--- config.mk ---
export PLATFORM = sky130hd
export DESIGN_NAME = lsu_dtcm_master
export DESIGN_NICKNAME = d
export VERILOG_FILES = /design/src/rtl/lsu_dtcm_master.sv
export SDC_FILE = /design/constraint.sdc
export NUM_CORES = 1
export LEC_CHECK = 0
export CORE_MARGIN = 2
export CORE_UTILIZATION = 38
export CTS_BUF_LIST = sky130_fd_sc_hd__clkbuf_2 sky130_fd_sc_hd__clkbuf_4 sky130_fd_sc_hd__clkbuf_8
export DETAILED_ROUTE_END_ITERATION = 8
export GPL_ROUTABILITY_DRIVEN = 0
export PLACE_DENSITY = 0.77
export REMOVE_ABC_BUFFERS = 1
export SYNTH_ARGS = -nofsm -noshare
export SYNTH_HDL_FRONTEND = slang
export SYNTH_SLANG_ARGS = --single-unit
--- constraint.sdc ---
create_clock -name clk -period 2.6 [get_ports clk]
set_input_delay 0.78 -clock clk [delete_from_list [all_inputs] [get_ports clk]]
set_output_delay 0.78 -clock clk [all_outputs]
set_load 0.01 [all_outputs]
--- src/rtl/lsu_dtcm_master.sv ---
// Single-outstanding load/store unit master for the DTCM: aligns and replicates
// store lanes, extracts and extends load data, and flags misaligned accesses.
module lsu_dtcm_master #(
  parameter int unsigned AW = 32,
  parameter int unsigned DW = 32
) (
  input  logic              clk,
  input  logic              rst,
  // AGU request
  input  logic              agu_req_valid,
  output logic              agu_req_ready,
  input  logic              agu_req_load,
  input  logic [1:0]        agu_req_size,
  input  logic              agu_req_usign,
  input  logic [AW-1:0]     agu_req_addr,
  input  logic [DW-1:0]     agu_req_wdata,
  input  logic [4:0]        agu_req_rd,
  // write-back
  output logic              lsu_wb_valid,
  input  logic              lsu_wb_ready,
  output logic [DW-1:0]     lsu_wb_data,
  output logic [4:0]        lsu_wb_rd,
  output logic              lsu_wb_err,
  // DTCM command
  output logic              lsu2dtcm_cmd_valid,
  input  logic              lsu2dtcm_cmd_ready,
  output logic              lsu2dtcm_cmd_read,
  output logic [AW-1:0]     lsu2dtcm_cmd_addr,
  output logic [DW-1:0]     lsu2dtcm_cmd_wdata,
  output logic [DW/8-1:0]   lsu2dtcm_cmd_wmask,
  // DTCM response
  input  logic              lsu2dtcm_rsp_valid,
  output logic              lsu2dtcm_rsp_ready,
  input  logic [DW-1:0]     lsu2dtcm_rsp_rdata,
  output logic              lsu_busy
);

  localparam int unsigned MW = DW / 8;

  typedef enum logic [1:0] {S_IDLE, S_CMD, S_RSP, S_WB} state_e;

  state_e          state_q, state_d;

  logic            req_load_q, req_load_d;
  logic [1:0]      req_size_q, req_size_d;
  logic            req_usign_q, req_usign_d;
  logic [1:0]      req_off_q, req_off_d;
  logic [4:0]      req_rd_q, req_rd_d;

  logic            cmd_read_q, cmd_read_d;
  logic [AW-1:0]   cmd_addr_q, cmd_addr_d;
  logic [DW-1:0]   cmd_wdata_q, cmd_wdata_d;
  logic [MW-1:0]   cmd_wmask_q, cmd_wmask_d;

  logic [DW-1:0]   wb_data_q, wb_data_d;
  logic            wb_err_q, wb_err_d;

  logic            ready_q, cmd_valid_q, rsp_ready_q, wb_valid_q, busy_q;

  logic            accept_c;
  logic            misaligned_c;
  logic [DW-1:0]   st_wdata_c;
  logic [MW-1:0]   st_wmask_c;
  logic [15:0]     lane_c;
  logic [DW-1:0]   load_data_c;

  // ready_q is low during the reset cycle, so it gates acceptance instead of the state
  assign accept_c     = agu_req_valid & ready_q;
  assign misaligned_c = ((agu_req_size == 2'b01) & agu_req_addr[0]) |
                        (agu_req_size[1] & (agu_req_addr[1:0] != 2'b00));

  // Store lane replication/byte enables and load lane extraction
  always_comb begin
    st_wdata_c  = agu_req_wdata;
    st_wmask_c  = '1;
    case (agu_req_size)
      2'b00: begin
        st_wdata_c = {MW{agu_req_wdata[7:0]}};
        st_wmask_c = MW'(1) << agu_req_addr[1:0];
      end
      2'b01: begin
        st_wdata_c = {(DW/16){agu_req_wdata[15:0]}};
        st_wmask_c = MW'(3) << agu_req_addr[1:0];
      end
      default: begin
        st_wdata_c = agu_req_wdata;
        st_wmask_c = '1;
      end
    endcase

    lane_c      = 16'(lsu2dtcm_rsp_rdata >> {req_off_q, 3'b000});
    load_data_c = lsu2dtcm_rsp_rdata;
    case (req_size_q)
      2'b00:   load_data_c = {{(DW-8){~req_usign_q & lane_c[7]}}, lane_c[7:0]};
      2'b01:   load_data_c = {{(DW-16){~req_usign_q & lane_c[15]}}, lane_c[15:0]};
      default: load_data_c = lsu2dtcm_rsp_rdata;
    endcase
  end

  // Next-state and register-input logic
  always_comb begin
    state_d     = state_q;
    req_load_d  = req_load_q;
    req_size_d  = req_size_q;
    req_usign_d = req_usign_q;
    req_off_d   = req_off_q;
    req_rd_d    = req_rd_q;
    cmd_read_d  = cmd_read_q;
    cmd_addr_d  = cmd_addr_q;
    cmd_wdata_d = cmd_wdata_q;
    cmd_wmask_d = cmd_wmask_q;
    wb_data_d   = wb_data_q;
    wb_err_d    = wb_err_q;

    case (state_q)
      S_IDLE: begin
        if (accept_c) begin
          req_load_d  = agu_req_load;
          req_size_d  = agu_req_size;
          req_usign_d = agu_req_usign;
          req_off_d   = agu_req_addr[1:0];
          req_rd_d    = agu_req_rd;
          if (misaligned_c) begin
            wb_data_d = '0;
            wb_err_d  = 1'b1;
            state_d   = S_WB;
          end else begin
            cmd_read_d  = agu_req_load;
            cmd_addr_d  = {agu_req_addr[AW-1:2], 2'b00};
            cmd_wdata_d = st_wdata_c;
            cmd_wmask_d = agu_req_load ? '0 : st_wmask_c;
            state_d     = S_CMD;
          end
        end
      end
      S_CMD: begin
        if (lsu2dtcm_cmd_ready) state_d = S_RSP;
      end
      S_RSP: begin
        // write responses are awaited too, but carry no data
        if (lsu2dtcm_rsp_valid) begin
          wb_data_d = req_load_q ? load_data_c : '0;
          wb_err_d  = 1'b0;
          state_d   = S_WB;
        end
      end
      S_WB: begin
        if (lsu_wb_ready) state_d = S_IDLE;
      end
      default: state_d = S_IDLE;
    endcase
  end

  // State, datapath and handshake-output registers
  always_ff @(posedge clk) begin
    if (rst) begin
      state_q     <= S_IDLE;
      req_load_q  <= 1'b0;
      req_size_q  <= 2'b00;
      req_usign_q <= 1'b0;
      req_off_q   <= 2'b00;
      req_rd_q    <= 5'd0;
      cmd_read_q  <= 1'b0;
      cmd_addr_q  <= '0;
      cmd_wdata_q <= '0;
      cmd_wmask_q <= '0;
      wb_data_q   <= '0;
      wb_err_q    <= 1'b0;
      ready_q     <= 1'b0;
      cmd_valid_q <= 1'b0;
      rsp_ready_q <= 1'b0;
      wb_valid_q  <= 1'b0;
      busy_q      <= 1'b0;
    end else begin
      state_q     <= state_d;
      req_load_q  <= req_load_d;
      req_size_q  <= req_size_d;
      req_usign_q <= req_usign_d;
      req_off_q   <= req_off_d;
      req_rd_q    <= req_rd_d;
      cmd_read_q  <= cmd_read_d;
      cmd_addr_q  <= cmd_addr_d;
      cmd_wdata_q <= cmd_wdata_d;
      cmd_wmask_q <= cmd_wmask_d;
      wb_data_q   <= wb_data_d;
      wb_err_q    <= wb_err_d;
      ready_q     <= (state_d == S_IDLE);
      cmd_valid_q <= (state_d == S_CMD);
      rsp_ready_q <= (state_d == S_RSP);
      wb_valid_q  <= (state_d == S_WB);
      busy_q      <= (state_d != S_IDLE);
    end
  end

  assign agu_req_ready      = ready_q;
  assign lsu_wb_valid       = wb_valid_q;
  assign lsu_wb_data        = wb_data_q;
  assign lsu_wb_rd          = req_rd_q;
  assign lsu_wb_err         = wb_err_q;
  assign lsu2dtcm_cmd_valid = cmd_valid_q;
  assign lsu2dtcm_cmd_read  = cmd_read_q;
  assign lsu2dtcm_cmd_addr  = cmd_addr_q;
  assign lsu2dtcm_cmd_wdata = cmd_wdata_q;
  assign lsu2dtcm_cmd_wmask = cmd_wmask_q;
  assign lsu2dtcm_rsp_ready = rsp_ready_q;
  assign lsu_busy           = busy_q;

endmodule

==> results.toml, run 1 <==
[worst_setup_path]
end_kind = "flop"
crit_start = "agu_req_addr[0]"
r2r-end = "lsu_wb_data[17]"
r2r_slack_ps = 770
crit_type = "in -> reg"
critPathArrivalTime_ps = 2610
required_ps = 2960
r2r_start = "req_off_q[0]"
r2r_cells = 5
crit_path_start_kind = "primary input"
cp-endpoint = "lsu_wb_data[5]"
path_max_fanout = 9

[pwr]
total_power_mw = 4.98
p_leak_nw = 2.82
ir_worst_vdd_mv = 0.483
power_density_mw_per_mm2 = 627

[yosys]
synthAdderAreaFrac = 0
ys_seq_elements = 118
synth_edf_count = 0
syn_avg_cell_area_sq_um = 8.43
postSynth.asyncResetShare = 0
synth-xor-area-share = 0.00175
synth_top_family_by_area = "compound AO/OA/AOI/OAI gates"
syn_area_sq_mm = 0.00501
yosysWarningCount = 0
synth_compound_area_frac = 0.225
synth_flop_cell = "dfxtp_1"
syn_inst = 594
synth.yosys.seq_area_share = 0.472
synth-simple-area-share = 0.181
muxShareOfSynthArea = 0.0644
synth_cell_types = 50

[run]
cap_viol_max_count = 0

[timing]
max_slew_margin = 0.503
setup-violations-final = 0
grt_setup_unrepaired = "false"
final-hold-violation-count = 0
whs_ps = 455
finalCritPeriodShare = 0.864
maxSlewViolCount = 0
tightestPinTransition_ps = 742
clock_skew_ps = 7.76
fmax_ghz = 0.445
fin_crit_ps = 2250

[finish]
most-common-layout-cells = "clkdlybuf4s50_1 (219), nand2_1 (143), dfxtp_1 (118)"
fin_area_sq_mm = 0.00795
area_delta_synth_final_pct = 58.6
drive_gt1_frac = 0.0846
nets = 914
fin_cells = 989
final_common_cell = "clkdlybuf4s50_1"

[die]
initial_core_util = 0.394
die_h_microns = 119
core_area_sq_mm = 0.0127
die-area_sq_mm = 0.0141
fp.dieW_microns = 119
rows = 41
ioPinCount = 223

[placement]
place_inst = 956
dpl.hpwl_mm = 11.6
placed_area_sq_mm = 0.00744
port_buffers = 220

[clock_tree]
cts_made_buffers = 17
root_buffer = "clkbuf_8"
post_cts_resized = 0
h-tree-depth = 4
cts.path.max_buffers = 2
cts.sinks = 118
insertion_delay_ps = 430
cts_tree = "built"
post-cts-setup-buffer-count = 0
hold_buffers = 0
path_clk_slew_ps = 70

[routing]
via_count = 5196
first_pass_iters = 5
drt-total-wl_mm = 16.2
ant_nets = 0
viasPerCell = 5.25
drc = 0
drt-wirelength-per-cell_microns = 16.4
first_iter_violations = 353

[global_route]
grt_pass1_wl_mm = 25.9
grt_overflow = 0
grt_antenna_before_repair = 2
grt_pass1_vias = 5248
grt_usage = 0.230
grt_max_degree = 74

[worst_hold_path]
hold_class = "reg -> reg"

[run_status]
status = "finished clean"
==> critical path, cell delays in order <==
cell	delay (ps)
clkdlybuf4s50_1	470
or2_1	340
a31oi_1	660
nand2_1	170
a21oi_1	190
==> synth_stat cells (all sizes together) (10+ instances only) <==
| cell | number | area [sq um] |
|---|---|---|
| nand2 | 143 | 537 |
| dfxtp | 118 | 2360 |
| a21oi | 75 | 379 |
| clkbuf | 45 | 169 |
| mux2i | 30 | 300 |
| nor2 | 25 | 93.8 |
| a221o | 16 | 169 |
| nand3 | 15 | 75.1 |
| o211ai | 15 | 113 |
| a211oi | 10 | 75.1 |
| buf | 10 | 72.6 |
==> cell type report <==
class                      instances  area [sq um]
clock buffer                      18           248
inverter                          10          37.5
multi-input combinational        412          2390
sequential                       118          2360
fill                            1115          4780
antenna                            1          2.50
tap                              172           215
clock inverter                    14           254
timing repair buffer             244          2440
==> where the power goes <==
group | switching [mW] | internal (mW) | total, mW
Combinational | 0.430 | 0.470 | 0.900
Clock | 0.753 | 1.35 | 2.11
Sequential | 0.0665 | 1.91 | 1.97
Total | 1.25 | 3.73 | 4.98
==> cell families after synthesis <==
logic type,count (synthesis)
AO/OA/AOI/OAI,166
XOR/XNOR,1
buffers and inverters,65
flip-flops,118
multiplexers,31
other,1
AND/OR/NAND/NOR,212
==> per-layer routing <==
layer | routed length [microns] | track usage | up-vias
met4 | 301 | 0.0915 | 2
met3 | 1850 | 0.111 | 25
met5 | 13 | 0 | -
met1 | 6130 | 0.245 | 2425
met2 | 7900 | 0.389 | 230
li1 | - | - | 2514
==> state kept, by name, indices dropped and copies added, names as in the netlist, 2 cells and up <==
register,count
lsu2dtcm_cmd_wdata,32
lsu2dtcm_cmd_wmask,4
lsu_wb_rd,5
lsu2dtcm_cmd_addr,30
req_off_q,2
lsu_wb_data,32
req_size_q,2
state_q,2
==> worst min-delay path by stage <==
stage	from	end	slack, ps	cells past startpoint
5_1_grt	lsu2dtcm_cmd_addr[5]	lsu2dtcm_cmd_addr[5]	470	2
4_1_cts	lsu2dtcm_cmd_addr[21]	lsu2dtcm_cmd_addr[21]	460	2
2_1_floorplan	req_load_q	req_load_q	430	2
3_3_place_gp	lsu2dtcm_cmd_wmask[3]	lsu2dtcm_cmd_wmask[3]	440	2
6_report	lsu2dtcm_cmd_addr[5]	lsu2dtcm_cmd_addr[5]	450	2
3_5_place_dp	lsu2dtcm_cmd_addr[21]	lsu2dtcm_cmd_addr[21]	450	2
==> stage by stage <==
stage               setup TNS [ps]  setup WS (ps)  utilization
floorplan                   -61060           -791            -
global placement                 0           53.2        0.585
detailed placement            -137          -30.8        0.585
CTS                              0            389        0.624
global route                     0            228        0.624
finish                           0            352        0.625
Note: power is estimated with default switching activity, not from simulation.
==> inputs of run 2 (changes only) <==
--- a/config.mk
+++ b/config.mk
@@ -10,8 +10,9 @@
 export CTS_BUF_LIST = sky130_fd_sc_hd__clkbuf_2 sky130_fd_sc_hd__clkbuf_4 sky130_fd_sc_hd__clkbuf_8
 export DETAILED_ROUTE_END_ITERATION = 8
 export GPL_ROUTABILITY_DRIVEN = 0
-export PLACE_DENSITY = 0.77
+export PLACE_DENSITY = 0.81
 export REMOVE_ABC_BUFFERS = 1
+export SETUP_SLACK_MARGIN = 0.5
 export SYNTH_ARGS = -nofsm -noshare
 export SYNTH_HDL_FRONTEND = slang
 export SYNTH_SLANG_ARGS = --single-unit
==> run 2 against run 1 <==
  * First-iteration DRC count is 2.0% higher
  * Global-route usage is 0.35 points higher
  * Critical path depth is 1 higher
  * Clock power is 21% lower
  * Worst setup slack better by 200 ps
  * Clock skew is 3.1 ps higher
  * Power is 9.1% lower
  * Cell area is 1.4% lower
  * Flip-flop and latch count stayed put
  * Register-to-register slack hardly changed
  * Die area stayed put
  * Highest routed layer is now met4
==> results.toml, run 2 (synthesis results as in run 1) <==
[placement]
port_buffers = 220
place_ws_ps = 32.9
placed_area_sq_mm = 0.00751
dpl.hpwl_mm = 12.2

[routing]
viasPerCell = 5.40
wl_met2_mm = 8.12
first_iter_violations = 360
wl_met3_mm = 1.75
first_pass_iters = 5
via_count = 5364
drc = 0
m1WireLength_mm = 6.47
dr.max_layer_used = "met4"
ant_nets = 0
drt-wirelength-per-cell_microns = 17.0
drt-total-wl_mm = 16.9

[clock_tree]
h-tree-depth = 4
insertion_delay_ps = 440
cts.path.max_buffers = 2
cts_tree = "built"
root_buffer = "clkbuf_8"
hold_buffers = 0
cts.sinks = 118
path_clk_slew_ps = 70
cts_made_buffers = 17

[die]
die_h_microns = 119
core_area_sq_mm = 0.0127
rows = 41
initial_core_util = 0.394
die-area_sq_mm = 0.0141
ioPinCount = 223
fp.dieW_microns = 119

[worst_setup_path]
crit_path_start_kind = "primary input"
cpPeakStageDelay_ps = 550
path_max_fanout = 20
required_ps = 2930
r2r_start = "req_off_q[0]"
end_kind = "flop"
worstPathCellList = "clkdlybuf4s50_1 -> a21o_1 -> a21oi_4 -> buf_4 -> clkbuf_16 -> a311oi_1"
r2r_slack_ps = 760
crit_slowest_cell = "clkdlybuf4s50_1"
crit_type = "in -> reg"
critPathArrivalTime_ps = 2370
r2r-end = "lsu_wb_data[28]"
r2r_cells = 5

[pwr]
p_leak_nw = 3.39
ir_worst_vdd_mv = 0.440
power_density_mw_per_mm2 = 578

[finish]
most-common-layout-cells = "nand2_1 (143), dfxtp_1 (118), dlygate4sd2_1 (110)"
area_delta_synth_final_pct = 56.3
drive_gt1_frac = 0.0938
final_common_cell = "nand2_1"
fin_util = 0.615
nets = 922
fin_area_sq_mm = 0.00783

[global_route]
grt_antenna_before_repair = 1
grt_overflow = 0
grt_pass1_wl_mm = 26.3
grt_pass1_vias = 5291
grt_usage = 0.233
grt_max_degree = 42

[timing]
setup-violations-final = 0
tightestPinTransition_ps = 575
fmax_ghz = 0.489
finalCritPeriodShare = 0.787
timing.final.ws_setup_ps = 553
tns_ps = 0
maxSlewViolCount = 0
clock_skew_ps = 10.8
max_slew_margin = 0.616
fin_crit_ps = 2050
final-hold-violation-count = 0
grt_setup_unrepaired = "false"

[worst_hold_path]
hold_start = "lsu2dtcm_cmd_addr[13]"
holdPathStages = 2
hold_class = "reg -> reg"
min_to = "lsu2dtcm_cmd_addr[13]"

[run_status]
status = "finished clean"

[run]
cap_viol_max_count = 0
run 2: how the worst max path moves through the flow:
stage / from / cells past startpoint / slack [ps] / to
after global placement: lsu2dtcm_rsp_rdata[31] / 6 / 100 / lsu_wb_data[21]
after floorplan: agu_req_valid / 4 / -790 / lsu2dtcm_cmd_wdata[24]
after global routing: agu_req_addr[0] / 6 / 490 / lsu2dtcm_cmd_wdata[28]
after detailed placement: lsu2dtcm_rsp_rdata[31] / 6 / 30 / lsu_wb_data[23]
final: agu_req_addr[0] / 6 / 550 / lsu2dtcm_cmd_wdata[14]
after CTS: lsu2dtcm_cmd_valid / 1 / 510 / lsu2dtcm_cmd_valid
run 2: layout make-up:
type,instances,area (sq um)
diodes,1,2.50
clock buffers,25,319
clock inverters,4,70.1
fillers,1110,4890
inverters,10,37.5
multi-input cells,412,2400
flip-flops and latches,118,2360
well taps,172,215
repair buffers,252,2420
run 2: critical path: cells and delay by family:
family / cells / cell delay, ps
compound gates: 3 / 700
buf+inv: 3 / 890
run 2: repair_timing:
item / in CTS / in global routing
pin swaps: 0 / 1
resized for setup: 110 / 8
gates cloned: 0 / 1
endpoints found under the setup margin: 110 / 32
setup buffers: 0 / 1
run 2: report_power, final:
group	switching (mW)	internal [mW]
Combinational	0.445	0.444
Sequential	0.0638	1.91
Clock	0.687	0.978
Total	1.20	3.33
run 2: routing by layer:
metal	track usage	up-vias
li1	-	2534
met1	0.260	2495
met2	0.389	297
met3	0.0920	38
met4	0.109	0
met5	0	-
run 2: metrics by stage:
step / hold slack [ps] / power, mW / std cells
after floorplan: 434 / 2.36 / 540
after global placement: 441 / 2.91 / 962
after detailed placement: 446 / 2.94 / 962
after CTS: 452 / 4.53 / 991
after global routing: 467 / 4.72 / 994
final: 451 / 4.53 / 994
